### src/rtl/vend_sequencer_if.sv
// rtl/vend_sequencer_if.sv - coin, vend-request and actuator handshake bundle for vend_sequencer
interface vend_sequencer_if #(
  parameter int CREDIT_W = 4
);
  logic [1:0]          coin;         // acceptor code: 00 none, 01 5rs, 10 10rs, 11 invalid
  logic                sel;          // vend request
  logic                cancel;       // refund request
  logic                disp_ack;     // dispenser released the item
  logic                chg_ack;      // hopper paid one 5rs coin
  logic                disp_req;     // dispense request, held until disp_ack
  logic                chg_req;      // change-coin request, held while change is owed
  logic                coin_reject;  // one-cycle pulse: coin returned by the acceptor
  logic                vend_done;    // one-cycle pulse: item dispensed
  logic                busy;         // dispensing or paying change
  logic [CREDIT_W-1:0] credit;       // credit in 5rs units

  // Sequencer side: drives the actuator requests and status
  modport master (
    input  coin, sel, cancel, disp_ack, chg_ack,
    output disp_req, chg_req, coin_reject, vend_done, busy, credit
  );

  // Front-end / driver side
  modport slave (
    output coin, sel, cancel, disp_ack, chg_ack,
    input  disp_req, chg_req, coin_reject, vend_done, busy, credit
  );
endinterface

### src/rtl/vend_sequencer.sv
// rtl/vend_sequencer.sv - coin credit, vend arbitration and change payout sequencer; optional auto-refund under VEND_TIMEOUT_EN
module vend_sequencer #(
  parameter int PRICE       = 3,
  parameter int MAX_CREDIT  = 12,
  parameter int CREDIT_W    = 4,
  parameter int TIMEOUT_CYC = 1000
) (
  input  logic             clk_i,
  input  logic             rst_i,
  vend_sequencer_if.master bus
);

  // Credit sums are formed two bits wider so an overshoot past MAX_CREDIT is seen instead of wrapping.
  localparam int            XW      = CREDIT_W + 2;
  localparam logic [XW-1:0] PRICE_X = XW'(PRICE);
  localparam logic [XW-1:0] MAX_X   = XW'(MAX_CREDIT);

  typedef enum logic [1:0] {
    ST_IDLE     = 2'd0,
    ST_DISPENSE = 2'd1,
    ST_CHANGE   = 2'd2
  } state_e;

  state_e              state_q, state_d;
  logic [CREDIT_W-1:0] credit_q, credit_d;
  logic                disp_req_q, disp_req_d;
  logic                chg_req_q, chg_req_d;
  logic                coin_reject_q, coin_reject_d;
  logic                vend_done_q, vend_done_d;
  logic                busy_q, busy_d;

  logic [XW-1:0] credit_x;
  logic [XW-1:0] coin_val;
  logic [XW-1:0] coin_sum;
  logic          coin_valid;
  logic          coin_fits;
  logic          credit_nz;
  logic          in_idle;
  logic          cancel_ok;
  logic          sel_ok;
  logic          timeout_hit;
  logic          refund_go;

  assign credit_x   = {2'b00, credit_q};
  // The acceptor code doubles as the coin value in 5rs units (01 -> 1, 10 -> 2).
  assign coin_val   = {{(XW-2){1'b0}}, bus.coin};
  assign coin_sum   = credit_x + coin_val;
  assign coin_valid = (bus.coin == 2'b01) || (bus.coin == 2'b10);
  assign coin_fits  = (coin_sum <= MAX_X);
  assign credit_nz  = (credit_q != '0);
  assign in_idle    = (state_q == ST_IDLE);

  // Refund outranks vend, vend outranks coin acceptance.
  assign cancel_ok  = in_idle && bus.cancel && credit_nz;
  assign sel_ok     = in_idle && !cancel_ok && bus.sel && (credit_x >= PRICE_X);
  assign refund_go  = cancel_ok || timeout_hit;

`ifdef VEND_TIMEOUT_EN
  localparam int            TW       = $clog2(TIMEOUT_CYC + 1);
  localparam logic [TW-1:0] TMO_LAST = TW'(TIMEOUT_CYC - 1);

  logic [TW-1:0] tmo_q, tmo_d;
  logic          quiet;

  // A quiet cycle holds credit in IDLE without any accepted coin, vend or refund.
  assign quiet       = in_idle && credit_nz && !cancel_ok && !sel_ok && !(coin_valid && coin_fits);
  assign timeout_hit = quiet && (tmo_q == TMO_LAST);

  // Idle counter: counts quiet cycles, clears on any activity and when the refund fires.
  always_comb begin
    tmo_d = '0;
    if (quiet && !timeout_hit) begin
      tmo_d = tmo_q + TW'(1);
    end
  end

  // Idle counter register
  always_ff @(posedge clk_i) begin
    if (rst_i) begin
      tmo_q <= '0;
    end else begin
      tmo_q <= tmo_d;
    end
  end
`else
  logic timeout_unused;
  assign timeout_unused = |TIMEOUT_CYC;
  assign timeout_hit    = 1'b0;
`endif

  // Next state, credit and registered outputs; pulses default low every cycle.
  always_comb begin
    state_d       = state_q;
    credit_d      = credit_q;
    disp_req_d    = disp_req_q;
    chg_req_d     = chg_req_q;
    coin_reject_d = 1'b0;
    vend_done_d   = 1'b0;

    case (state_q)
      ST_IDLE: begin
        if (refund_go) begin
          // Coin arriving with an accepted refund goes straight back.
          state_d       = ST_CHANGE;
          chg_req_d     = 1'b1;
          coin_reject_d = coin_valid;
        end else if (sel_ok) begin
          state_d       = ST_DISPENSE;
          credit_d      = CREDIT_W'(credit_x - PRICE_X);
          disp_req_d    = 1'b1;
          coin_reject_d = coin_valid;
        end else if (coin_valid) begin
          if (coin_fits) begin
            credit_d = CREDIT_W'(coin_sum);
          end else begin
            coin_reject_d = 1'b1;
          end
        end
      end

      ST_DISPENSE: begin
        coin_reject_d = coin_valid;
        if (disp_req_q && bus.disp_ack) begin
          disp_req_d  = 1'b0;
          vend_done_d = 1'b1;
          if (credit_nz) begin
            state_d   = ST_CHANGE;
            chg_req_d = 1'b1;
          end else begin
            state_d = ST_IDLE;
          end
        end
      end

      ST_CHANGE: begin
        coin_reject_d = coin_valid;
        if (chg_req_q && bus.chg_ack) begin
          credit_d = credit_q - CREDIT_W'(1);
          if (credit_q == CREDIT_W'(1)) begin
            chg_req_d = 1'b0;
            state_d   = ST_IDLE;
          end
        end
      end

      default: begin
        state_d    = ST_IDLE;
        disp_req_d = 1'b0;
        chg_req_d  = 1'b0;
      end
    endcase

    busy_d = (state_d != ST_IDLE);
  end

  // State and output registers; reset drops any operation in flight along with owed credit.
  always_ff @(posedge clk_i) begin
    if (rst_i) begin
      state_q       <= ST_IDLE;
      credit_q      <= '0;
      disp_req_q    <= 1'b0;
      chg_req_q     <= 1'b0;
      coin_reject_q <= 1'b0;
      vend_done_q   <= 1'b0;
      busy_q        <= 1'b0;
    end else begin
      state_q       <= state_d;
      credit_q      <= credit_d;
      disp_req_q    <= disp_req_d;
      chg_req_q     <= chg_req_d;
      coin_reject_q <= coin_reject_d;
      vend_done_q   <= vend_done_d;
      busy_q        <= busy_d;
    end
  end

  assign bus.disp_req    = disp_req_q;
  assign bus.chg_req     = chg_req_q;
  assign bus.coin_reject = coin_reject_q;
  assign bus.vend_done   = vend_done_q;
  assign bus.busy        = busy_q;
  assign bus.credit      = credit_q;

endmodule
### src/flat_wrapper.sv
// flat-port wrapper written by rule: the top's interface ports become plain ports
module vend_sequencer_flat 
#(
  parameter int PRICE       = 3,
  parameter int MAX_CREDIT  = 12,
  parameter int CREDIT_W    = 4,
  parameter int TIMEOUT_CYC = 1000
)
  (clk_i, rst_i, bus_coin, bus_sel, bus_cancel, bus_disp_ack, bus_chg_ack, bus_disp_req, bus_chg_req, bus_coin_reject, bus_vend_done, bus_busy, bus_credit);
  vend_sequencer_if #(.CREDIT_W(CREDIT_W)) bus_i ();
  input  logic clk_i;
  input  logic rst_i;
  input wire logic [$bits(bus_i.coin)-1:0] bus_coin;
  input wire logic [$bits(bus_i.sel)-1:0] bus_sel;
  input wire logic [$bits(bus_i.cancel)-1:0] bus_cancel;
  input wire logic [$bits(bus_i.disp_ack)-1:0] bus_disp_ack;
  input wire logic [$bits(bus_i.chg_ack)-1:0] bus_chg_ack;
  output wire logic [$bits(bus_i.disp_req)-1:0] bus_disp_req;
  output wire logic [$bits(bus_i.chg_req)-1:0] bus_chg_req;
  output wire logic [$bits(bus_i.coin_reject)-1:0] bus_coin_reject;
  output wire logic [$bits(bus_i.vend_done)-1:0] bus_vend_done;
  output wire logic [$bits(bus_i.busy)-1:0] bus_busy;
  output wire logic [$bits(bus_i.credit)-1:0] bus_credit;
  assign bus_i.coin = bus_coin;
  assign bus_i.sel = bus_sel;
  assign bus_i.cancel = bus_cancel;
  assign bus_i.disp_ack = bus_disp_ack;
  assign bus_i.chg_ack = bus_chg_ack;
  assign bus_disp_req = bus_i.disp_req;
  assign bus_chg_req = bus_i.chg_req;
  assign bus_coin_reject = bus_i.coin_reject;
  assign bus_vend_done = bus_i.vend_done;
  assign bus_busy = bus_i.busy;
  assign bus_credit = bus_i.credit;
  vend_sequencer #(.PRICE(PRICE), .MAX_CREDIT(MAX_CREDIT), .CREDIT_W(CREDIT_W), .TIMEOUT_CYC(TIMEOUT_CYC)) u_core (.clk_i(clk_i), .rst_i(rst_i), .bus(bus_i));
endmodule
### config.mk
export PLATFORM = sky130hd
export DESIGN_NAME = vend_sequencer_flat
export DESIGN_NICKNAME = d
export VERILOG_FILES = /design/src/rtl/vend_sequencer_if.sv /design/src/rtl/vend_sequencer.sv /design/src/flat_wrapper.sv
export SDC_FILE = /design/constraint.sdc
export NUM_CORES = 1
export LEC_CHECK = 0
export CAP_MARGIN = 20
export CORE_MARGIN = 5
export CORE_UTILIZATION = 55
export DETAILED_ROUTE_END_ITERATION = 8
export PLACE_DENSITY_LB_ADDON = 0.12
export SLEW_MARGIN = 20
export SYNTH_ARGS = -nofsm -noshare
export SYNTH_HDL_FRONTEND = slang
export SYNTH_SLANG_ARGS = --single-unit
### constraint.sdc
create_clock -name clk_i -period 4.7 [get_ports clk_i]
set_input_delay 0.94 -clock clk_i [delete_from_list [all_inputs] [get_ports clk_i]]
set_output_delay 0.94 -clock clk_i [all_outputs]
set_load 0.005 [all_outputs]
; After elaboration in Yosys (flattened, before gate mapping)
; Index checks and enable logic that the tools add are counted.
; W data, S select, Z words.
[classes]
n_addsub = 3
magnitude_cmp = 2
n_eq_ne = 14
muxes = 29
bitwise_logic = 2
reduce_logical = 18
[op_table]
columns = op, count
row1 = $mux W4, 5
row2 = $mux W1, 13
row3 = $mux W2, 6
row4 = $reduce_and A5 Y1, 2
row5 = $ne A2 B1 Y1 const B, 4
row6 = $pmux W4 S2, 1
row7 = $logic_and A1 B1 Y1, 7
row8 = $le A6 B4 Y1 const B, 1
row9 = $ne A2 B2 Y1 const B, 3
row10 = $ne A3 B2 Y1 const B, 2
row11 = $pmux W1 S3, 2
row12 = $pmux W2 S3, 1
row13 = $add A4 B2 Y5, 1
row14 = $eq A2 B1 Y1 const B, 2
row15 = $eq A2 B2 Y1 const B, 2
row16 = $eq A4 B1 Y1 const B, 1
row17 = $ge A4 B2 Y1 const B, 1
row18 = $reduce_and A4 Y1, 1
row19 = $reduce_bool A2 Y1, 2
row20 = $reduce_bool A4 Y1, 1
row21 = $reduce_or A2 Y1, 2
row22 = $sub A4 B1 Y4 const B, 1
row23 = $sub A4 B2 Y4 const B, 1
row24 = $logic_not A2 Y1, 1
row25 = 4 further kinds, 5
[word_totals]
register_bits = 11
in_bits = 8
output_inout_bits = 9
word_cells = 75

; Logic depth before layout (Yosys ltp)
; Gate-level depths: netlist of the first run.
[depth]
ltp_word = 11
mapped_depth = 8
ltp_nobuf = 8

; Worst setup path after synthesis of the first run
; No wires, ideal clock.
[synth_timing]
kind = input port to flip-flop
start = input port bus_coin[0]
end = register u_core.credit_q[1], in the netlist u_core.bus.credit[1]
setup_time_ns = 0.122
t_arrival_ns = 2.825
t_required_ns = 4.578
setup_slack_ns = 1.753
cell_stages = 8
n_path_buf = 0
path_cell_list = ha_1 -> inv_1 -> fa_1 -> and3b_1 -> a2bb2oi_1 -> nor3_1 -> or3_4 -> o311a_1
[synth_between]
elab_chain_len = 6
elab_cells_between_ends = 13
classes_between = 1 x add/sub / 1 x order compare / 4 x eq/ne / 5 x mux / 2 x reduce/logical
[synth_rtl]
columns = item, line_no
row1 = start: declaration, flat_wrapper.sv:13  ; input wire logic [$bits(bus_i.coin)-1:0] bus_coin;
row2 = "parallel branches: the longest is 6 deep, another holds $le A6 B4 Y1", n/a
row3 = end signal: assignment, vend_sequencer.sv:168  ; credit_q <= credit_d;
row4 = end: declaration, vend_sequencer.sv:25  ; logic [CREDIT_W-1:0] credit_q, credit_d;
; Parallel ways; which one is timed is not known. The select of a mux whose other input is x is not followed.
; A chain may end at the register's enable or synchronous reset.

; Final worst setup path of the first run
; Same ends and word-level chain as after synthesis.

==> results.md, run 1 <==
- PD cells: 666.9 mW/mm^2
- Root buffer selected by CTS: sky130_fd_sc_hd__clkbuf_4
- Core area: 0.001689 sq mm
- Boundary pin count: 17
- Data required, critical path: 4.85 ns
- Kind of critical path: in -> reg
- Die height: 51.88 um
- Gate count after technology mapping: between 100 and 150
- Aggregate routed wire length: 2423 um
- Source-to-sink clock delay at the later pin of the worst-skew pair: 0.27 ns
- Resized Gates After CTS: 0
- Number of vias in the routed layout: 941
- Post-placement cell count: between 100 and 150
- Share of Yosys cell area claimed by the top area cell type: 22.83%
- Minimum clock period after layout: 3.363 ns
- Initial standard-cell utilization of the core: 57.11%
- Remaining antenna violation count after routing: 0
- Cells along the critical path: clkdlybuf4s50_1 > ha_1 > inv_1 > fa_1 > and3b_1 > a2bb2oi_1 > nor3_1 > or3_4 > o311a_1
- Aggregate global routing overflow: 0
- Top layer reached by signal wires: met4
- Cell class contributing the biggest share of worst-path delay: simple AND/OR/NAND/NOR gates
- Largest fanout on the critical path: 3
- Slowest cell on the critical path: sky130_fd_sc_hd__fa_1
- Mapped Avg Cell Area: 8.175 sq um
- Arrival time at the worst endpoint: between 3 and 4 ns
- Final setup margin: ~1.3 ns
- CTS Hold Buffers Added: 0
- Via count of the first global-routing pass: between 900 and 1000
- Portion of the clock cycle consumed by the worst path in the final layout: 71.56%
- CP peak stage delay: 0.52 ns
- Die area: 0.002692 sq mm
- DRC marker count from the first detailed-route iteration: 13
- Main synth FF type: sky130_fd_sc_hd__dfxtp_1
- Unrepaired setup endpoints after global routing: no
- Crit path capture type: register
- Number of buffers and inverters on the critical path: 2
- Maximum clock path buffer count: 2
- Leading cell type in the layout, fill and taps excluded: sky130_fd_sc_hd__clkdlybuf4s50_1
- Post-synth cell types: 47
- Number of synthesized register bits: 11
- Setup clock skew after layout: 0.003490 ns
- Count of inserted antenna diode cells: 0
- Largest net degree at the start of global routing: 17
- Number of synthesized flops with an enable pin: 0
- Post-DR vias/cell: 6.232
- Half-perimeter wire length after detailed placement: 1962 um
- TritonCTS buffer count: 3
- Worst-margin pin slew: 0.5430 ns
- Global-route wire length before repair: 4133 um
- Highest achievable clock rate: 297.3 MHz
- Setup violation total in the final timing report: 0
- Post-CTS setup-driven buffer insertion count: 0
- Result of the run: finished, final reports clean
- Chip Width: about 52 um
- Routed WL per cell: 16.05 um
- Most used cells in the layout excluding fill and tap cells: sky130_fd_sc_hd__clkdlybuf4s50_1 (16), sky130_fd_sc_hd__dfxtp_1 (11), sky130_fd_sc_hd__inv_1 (10), sky130_fd_sc_hd__ha_1 (10)
- Hold Crit Class: reg -> reg
- Layout overhead on the synthesized area: 19.71%
- Final net count: 154
- Port buffer count: 16
- Number of H-tree branching levels: 1
- Pleak: 0.0004509 uW
- Met1 layer wirelength in the final routing: between 1000 and 1500 um
- Met2 routed wirelength: 1192 um
- Synth Net Count: 137
- CTS tree: yes
- Share of synthesized registers carrying an async set or reset: 0%
- Worst setup slack before clock tree synthesis: between 1 and 1.5 ns
- Max Slew Vio Count: 0
- Total global routing track utilization: 20.34%
- Largest area contributor in the synthesized netlist: sky130_fd_sc_hd__dfxtp_1
- Clock-pin slew on the worst setup and hold paths: ~0.070 ns
- Kind of launch point of the worst setup path: input port
- Share of cells above drive strength 1: 8.209%
- Post-layout instance count excluding filler cells: about 150
- Total met3 wirelength after detailed routing: between 80 and 90 um
- Aggregate negative setup slack: 0 ns
- Max_cap viols: 0
- Final weighted congestion of routability-driven global placement: 0.9408
- Synth Warn #: 0
- Part of the Yosys area used for sequential elements: between 20% and 30%
- Total iterations of the first detailed-routing run: 4
- Final hold vios: 0
- Maximum VDD drop: 368.8 uV
- Layout fillers: 153
- Antenna violations before repair: 0
- Total standard cell area after synthesis: 964.7 sq um
- Sink count of the clock tree: 11
- Post-route DRC violation count: 0
- Max-slew headroom: 63.75%
- Cell types with the largest area share after synthesis: sky130_fd_sc_hd__dfxtp_1 (23%), sky130_fd_sc_hd__ha_1 (13%), sky130_fd_sc_hd__a21oi_1 (4.2%)
- Site Rows: 15
[per-layer routing]
| layer | vias to the layer above | global-route usage [%] |
|---|---|---|
| met5 | - | 0 |
| met4 | 0 | 3.057 |
| met3 | 2 | 4.298 |
| met2 | 14 | 34.73 |
| met1 | 446 | 26.54 |
| li1 | 479 | - |
[per-stage QoR]
step	total power (uW)	area [sq um]	hold slack, ns	utilization, %
after floorplan	550.9	964.7	0.5014	-
after global placement	690.5	1129	0.5204	66.81
after detailed placement	702.2	1129	0.5344	66.81
after CTS	765.1	1155	0.5550	68.37
after global routing	840.2	1155	0.6005	68.37
final	770.2	1155	0.5521	68.37
[state kept, by name, summed over array words and instances, names as in the netlist]
| name | count |
|---|---|
| u_core.bus.credit | 4 |
| u_core.state_q | 2 |
| u_core.bus.busy | 1 |
| u_core.bus.chg_req | 1 |
| u_core.bus.coin_reject | 1 |
| u_core.bus.disp_req | 1 |
| u_core.bus.vend_done | 1 |
[where the power goes]
group	total [uW]	internal (uW)	switching, uW
combinational	528	244	284
sequential	180	126	53.3
clock	63.0	32.8	30.1
total	770	403	367
[synthesized netlist by cell type (2+ instances only)]
library cell,number
sky130_fd_sc_hd__dfxtp_1,11
sky130_fd_sc_hd__ha_1,10
sky130_fd_sc_hd__inv_1,10
sky130_fd_sc_hd__a21oi_1,8
sky130_fd_sc_hd__nor2_1,8
sky130_fd_sc_hd__nand2_1,7
sky130_fd_sc_hd__nand3_1,6
sky130_fd_sc_hd__a211oi_1,5
sky130_fd_sc_hd__nor3_1,4
sky130_fd_sc_hd__nor3b_1,3
sky130_fd_sc_hd__o211ai_1,3
sky130_fd_sc_hd__a31oi_1,2
sky130_fd_sc_hd__and3_1,2
sky130_fd_sc_hd__buf_2,2
sky130_fd_sc_hd__clkbuf_1,2
sky130_fd_sc_hd__nand4_1,2
sky130_fd_sc_hd__nor2b_1,2
sky130_fd_sc_hd__o31ai_1,2
[worst reg2reg max path, cell delays in order (launching register included)]
cell and delay, ns:
sky130_fd_sc_hd__dfxtp_1 0.51, sky130_fd_sc_hd__ha_1 0.23, sky130_fd_sc_hd__inv_1 0.05, sky130_fd_sc_hd__fa_1 0.52, sky130_fd_sc_hd__and3b_1 0.17, sky130_fd_sc_hd__a2bb2oi_1 0.26
sky130_fd_sc_hd__nor3_1 0.14, sky130_fd_sc_hd__or3_4 0.40, sky130_fd_sc_hd__o311a_1 0.35
[final timing paths]
path	from	to	slack, ns	depth (start not counted)
worst min-delay path	u_core.bus.chg_req$_SDFFE_PP0P_	u_core.bus.chg_req$_SDFFE_PP0P_	0.55	1
worst max-delay path	bus_coin[0]	u_core.bus.credit[1]$_SDFFE_PP0P_	1.34	9
worst min register to register	u_core.bus.chg_req$_SDFFE_PP0P_	u_core.bus.chg_req$_SDFFE_PP0P_	0.55	1
worst max register to register	u_core.bus.credit[0]$_SDFFE_PP0P_	u_core.bus.credit[1]$_SDFFE_PP0P_	1.95	8
[layout make-up]
class / count / area (sq um) / area share [%]
multi-input cells: 93 / 689.4 / 59.70
flip-flops and latches: 11 / 220.2 / 19.07
inverters: 10 / 37.54 / 3.250
clock buffers: 4 / 26.28 / 2.275
repair buffers: 16 / 160.2 / 13.87
well taps: 17 / 21.27 / 1.842
[cell families (layout without fill, tap and decap cells)]
kind of cell | Yosys count | count (layout) | share of synthesized area [%]
buf+inv | 14 | 30 | 5.708
mux | 2 | 2 | 2.205
flops | 11 | 11 | 22.83
fa+ha+maj | 11 | 11 | 15.05
simple gates | 43 | 43 | 25.68
xor+xnor | 1 | 1 | 0.9081
compound gates | 36 | 36 | 27.63
Power figures use the tool's default switching activity.
==> inputs of run 2 (changes only) <==
--- a/config.mk
+++ b/config.mk
@@ -7,7 +7,7 @@
 export LEC_CHECK = 0
 export CAP_MARGIN = 20
 export CORE_MARGIN = 5
-export CORE_UTILIZATION = 55
+export CORE_UTILIZATION = 46
 export DETAILED_ROUTE_END_ITERATION = 8
 export PLACE_DENSITY_LB_ADDON = 0.12
 export SLEW_MARGIN = 20
==> constraint.sdc (replaced) <==
create_clock -name clk_i -period 2.9 [get_ports clk_i]
set_input_delay 0.58 -clock clk_i [delete_from_list [all_inputs] [get_ports clk_i]]
set_output_delay 0.58 -clock clk_i [all_outputs]
set_load 0.005 [all_outputs]
==> results.md, run 2 (synthesis gave the netlist of run 1 again) <==
- Slowest cell on the critical path: sky130_fd_sc_hd__clkdlybuf4s50_1
- Unrepaired setup endpoints after global routing: no
- Post-route DRC violation count: 0
- Number of H-tree branching levels: 1
- Total global routing track utilization: 17.35%
- PD cells: 1082 mW/mm^2
- Setup violation total in the final timing report: 0
- Remaining antenna violation count after routing: 0
- CP peak stage delay: roughly 0.52 ns
- Most used cells in the layout excluding fill and tap cells: sky130_fd_sc_hd__clkdlybuf4s50_1 (16), sky130_fd_sc_hd__dfxtp_1 (11), sky130_fd_sc_hd__inv_1 (10), sky130_fd_sc_hd__ha_1 (10), sky130_fd_sc_hd__buf_4 (10)
- Kind of critical path: in -> reg
- Post-DR vias/cell: approximately 6
- Via count of the first global-routing pass: around 930
- Aggregate negative setup slack: 0 ns
- Largest net degree at the start of global routing: 13
- Data required, critical path: 3.09 ns
- Routed WL per cell: 15.71 um
- Portion of the clock cycle consumed by the worst path in the final layout: 97.59%
- Worst-margin pin slew: between 0.4 and 0.5 ns
- Largest fanout on the critical path: 3
- CTS tree: yes
- Number of buffers and inverters on the critical path: 2
- Global-route wire length before repair: 4264 um
- Final design utilization: a little over three fifths
- Layout fillers: 183
- Minimum clock period after layout: 2.830 ns
- Max reg flops: 4
- Setup clock skew after layout: 0.01357 ns
- Total iterations of the first detailed-routing run: 4
- Aggregate routed wire length: 2687 um
- Clock-pin slew on the worst setup and hold paths: 0.09 ns
- TritonCTS buffer count: 3
- Site Rows: 16
- Arrival time at the worst endpoint: between 3 and 4 ns
- Final weighted congestion of routability-driven global placement: 0.8937
- Source-to-sink clock delay at the later pin of the worst-skew pair: just under 0.3 ns
- Maximum clock path buffer count: 2
- Antenna violations before repair: 0
- Aggregate global routing overflow: 0
- Post-CTS setup-driven buffer insertion count: 0
- Maximum VDD drop: a little over 600 uV
- Share of cells above drive strength 1: 15.28%
- Crit path capture type: register
- Initial standard-cell utilization of the core: just under 50%
- Layout overhead on the synthesized area: 29.44%
- Hold Crit Class: reg -> reg
- Cell class contributing the biggest share of worst-path delay: simple AND/OR/NAND/NOR gates
- Chip Width: 55.80 um
- Leading cell type in the layout, fill and taps excluded: sky130_fd_sc_hd__clkdlybuf4s50_1
- Final net count: 164
- Final hold vios: 0
- Boundary pin count: 17
- Kind of launch point of the worst setup path: input port
- Result of the run: finished, final reports clean
- DRC marker count from the first detailed-route iteration: 42
- Max_cap viols: 0
- Pleak: 0.0004990 uW
- Count of inserted antenna diode cells: 0
- Sequential cell area in the final layout: 220.2 sq um
- Half-perimeter wire length after detailed placement: 2082 um
- Port buffer count: 16
- Max-slew headroom: 68.83%
- Sink count of the clock tree: 11
- Cells along the critical path: clkdlybuf4s50_1 > ha_1 > inv_1 > fa_1 > and3b_1 > a2bb2oi_2 > nor3_1 > or3_4 > o311a_1
- Worst hold margin: ~0.55 ns
- Root buffer selected by CTS: sky130_fd_sc_hd__clkbuf_4
- Max Slew Vio Count: 0
- Area used by multi-input combinational logic: 695.7 sq um
- Core area: between 0.0015 and 0.002 sq mm
- Highest achievable clock rate: roughly 350 MHz
- Die area: 0.003113 sq mm
- Number of vias in the routed layout: 1031
- Die height: 55.80 um
-- run 2: changes by cell type in the layout (fill, tap and decap cells not counted) --
cell,change
sky130_fd_sc_hd__buf_4,+10
sky130_fd_sc_hd__a2bb2oi_2,+1
sky130_fd_sc_hd__a2bb2oi_1,-1
-- run 2: through the flow --
stage | worst slack [ns] | instance area (sq um) | instances | power (uW)
6_report | 0.06991 | 1249 | 171 | 1352
3_5_place_dp | -0.2699 | 1216 | 167 | 1208
2_1_floorplan | 0.3130 | 964.7 | 118 | 892.8
3_3_place_gp | -0.1614 | 1216 | 167 | 1200
5_1_grt | 0.02740 | 1249 | 171 | 1462
4_1_cts | 0.04105 | 1242 | 171 | 1333
-- run 2: path summary, 6_finish.rpt --
path,slack (ns),start,to,cells after the start
worst max-delay path,0.07,bus_coin[0],u_core.bus.credit[1]$_SDFFE_PP0P_,9
worst min-delay path,0.55,u_core.bus.chg_req$_SDFFE_PP0P_,u_core.bus.chg_req$_SDFFE_PP0P_,1
worst max register to register,0.40,u_core.bus.credit[1]$_SDFFE_PP0P_,u_core.bus.credit[3]$_SDFFE_PP0P_,7
worst min register to register,0.55,u_core.bus.chg_req$_SDFFE_PP0P_,u_core.bus.chg_req$_SDFFE_PP0P_,1
-- run 2: metal layers --
layer  wire length, um  track usage (%)  vias up  share of wire, %
met5                 0                0        -                 0
met2              1186            26.69       55                44
li1                  -                -      497                 -
met4                35            4.861        0               1.3
met1              1229            22.78      475                46
met3               236            6.032        4               8.8
-- run 2: repair_timing --
item / 4_1_cts / 5_1_grt
setup endpoints to repair: 0 / 2
hold endpoints to repair: 0 / 0
gates resized for setup: 0 / 1
hold buffers: 0 / 0
-- run 2: report_power, final --
group	total [uW]	switching (uW)	internal, uW	leakage (uW)
registers	271	66.5	204	0.0000902
logic	965	507	458	0.000394
clock network	116	62.1	53.6	0.0000150
-- run 2: final cells by class --
cell class,count,area share (%)
Multi-Input combinational cell,93,55.71
Timing Repair Buffer,26,18.84
Sequential cell,11,17.64
Inverter,10,3.006
Tap cell,27,2.705
Clock buffer,4,2.104
==> inputs of run 3 (changes only) <==
--- a/config.mk
+++ b/config.mk
@@ -8,6 +8,7 @@
 export CAP_MARGIN = 20
 export CORE_MARGIN = 5
 export CORE_UTILIZATION = 46
+export CTS_CLUSTER_DIAMETER = 150
 export DETAILED_ROUTE_END_ITERATION = 8
 export PLACE_DENSITY_LB_ADDON = 0.12
 export SLEW_MARGIN = 20
==> results of run 3 <==
No change in the layout: final DEF, timing and power equal those of run 2.
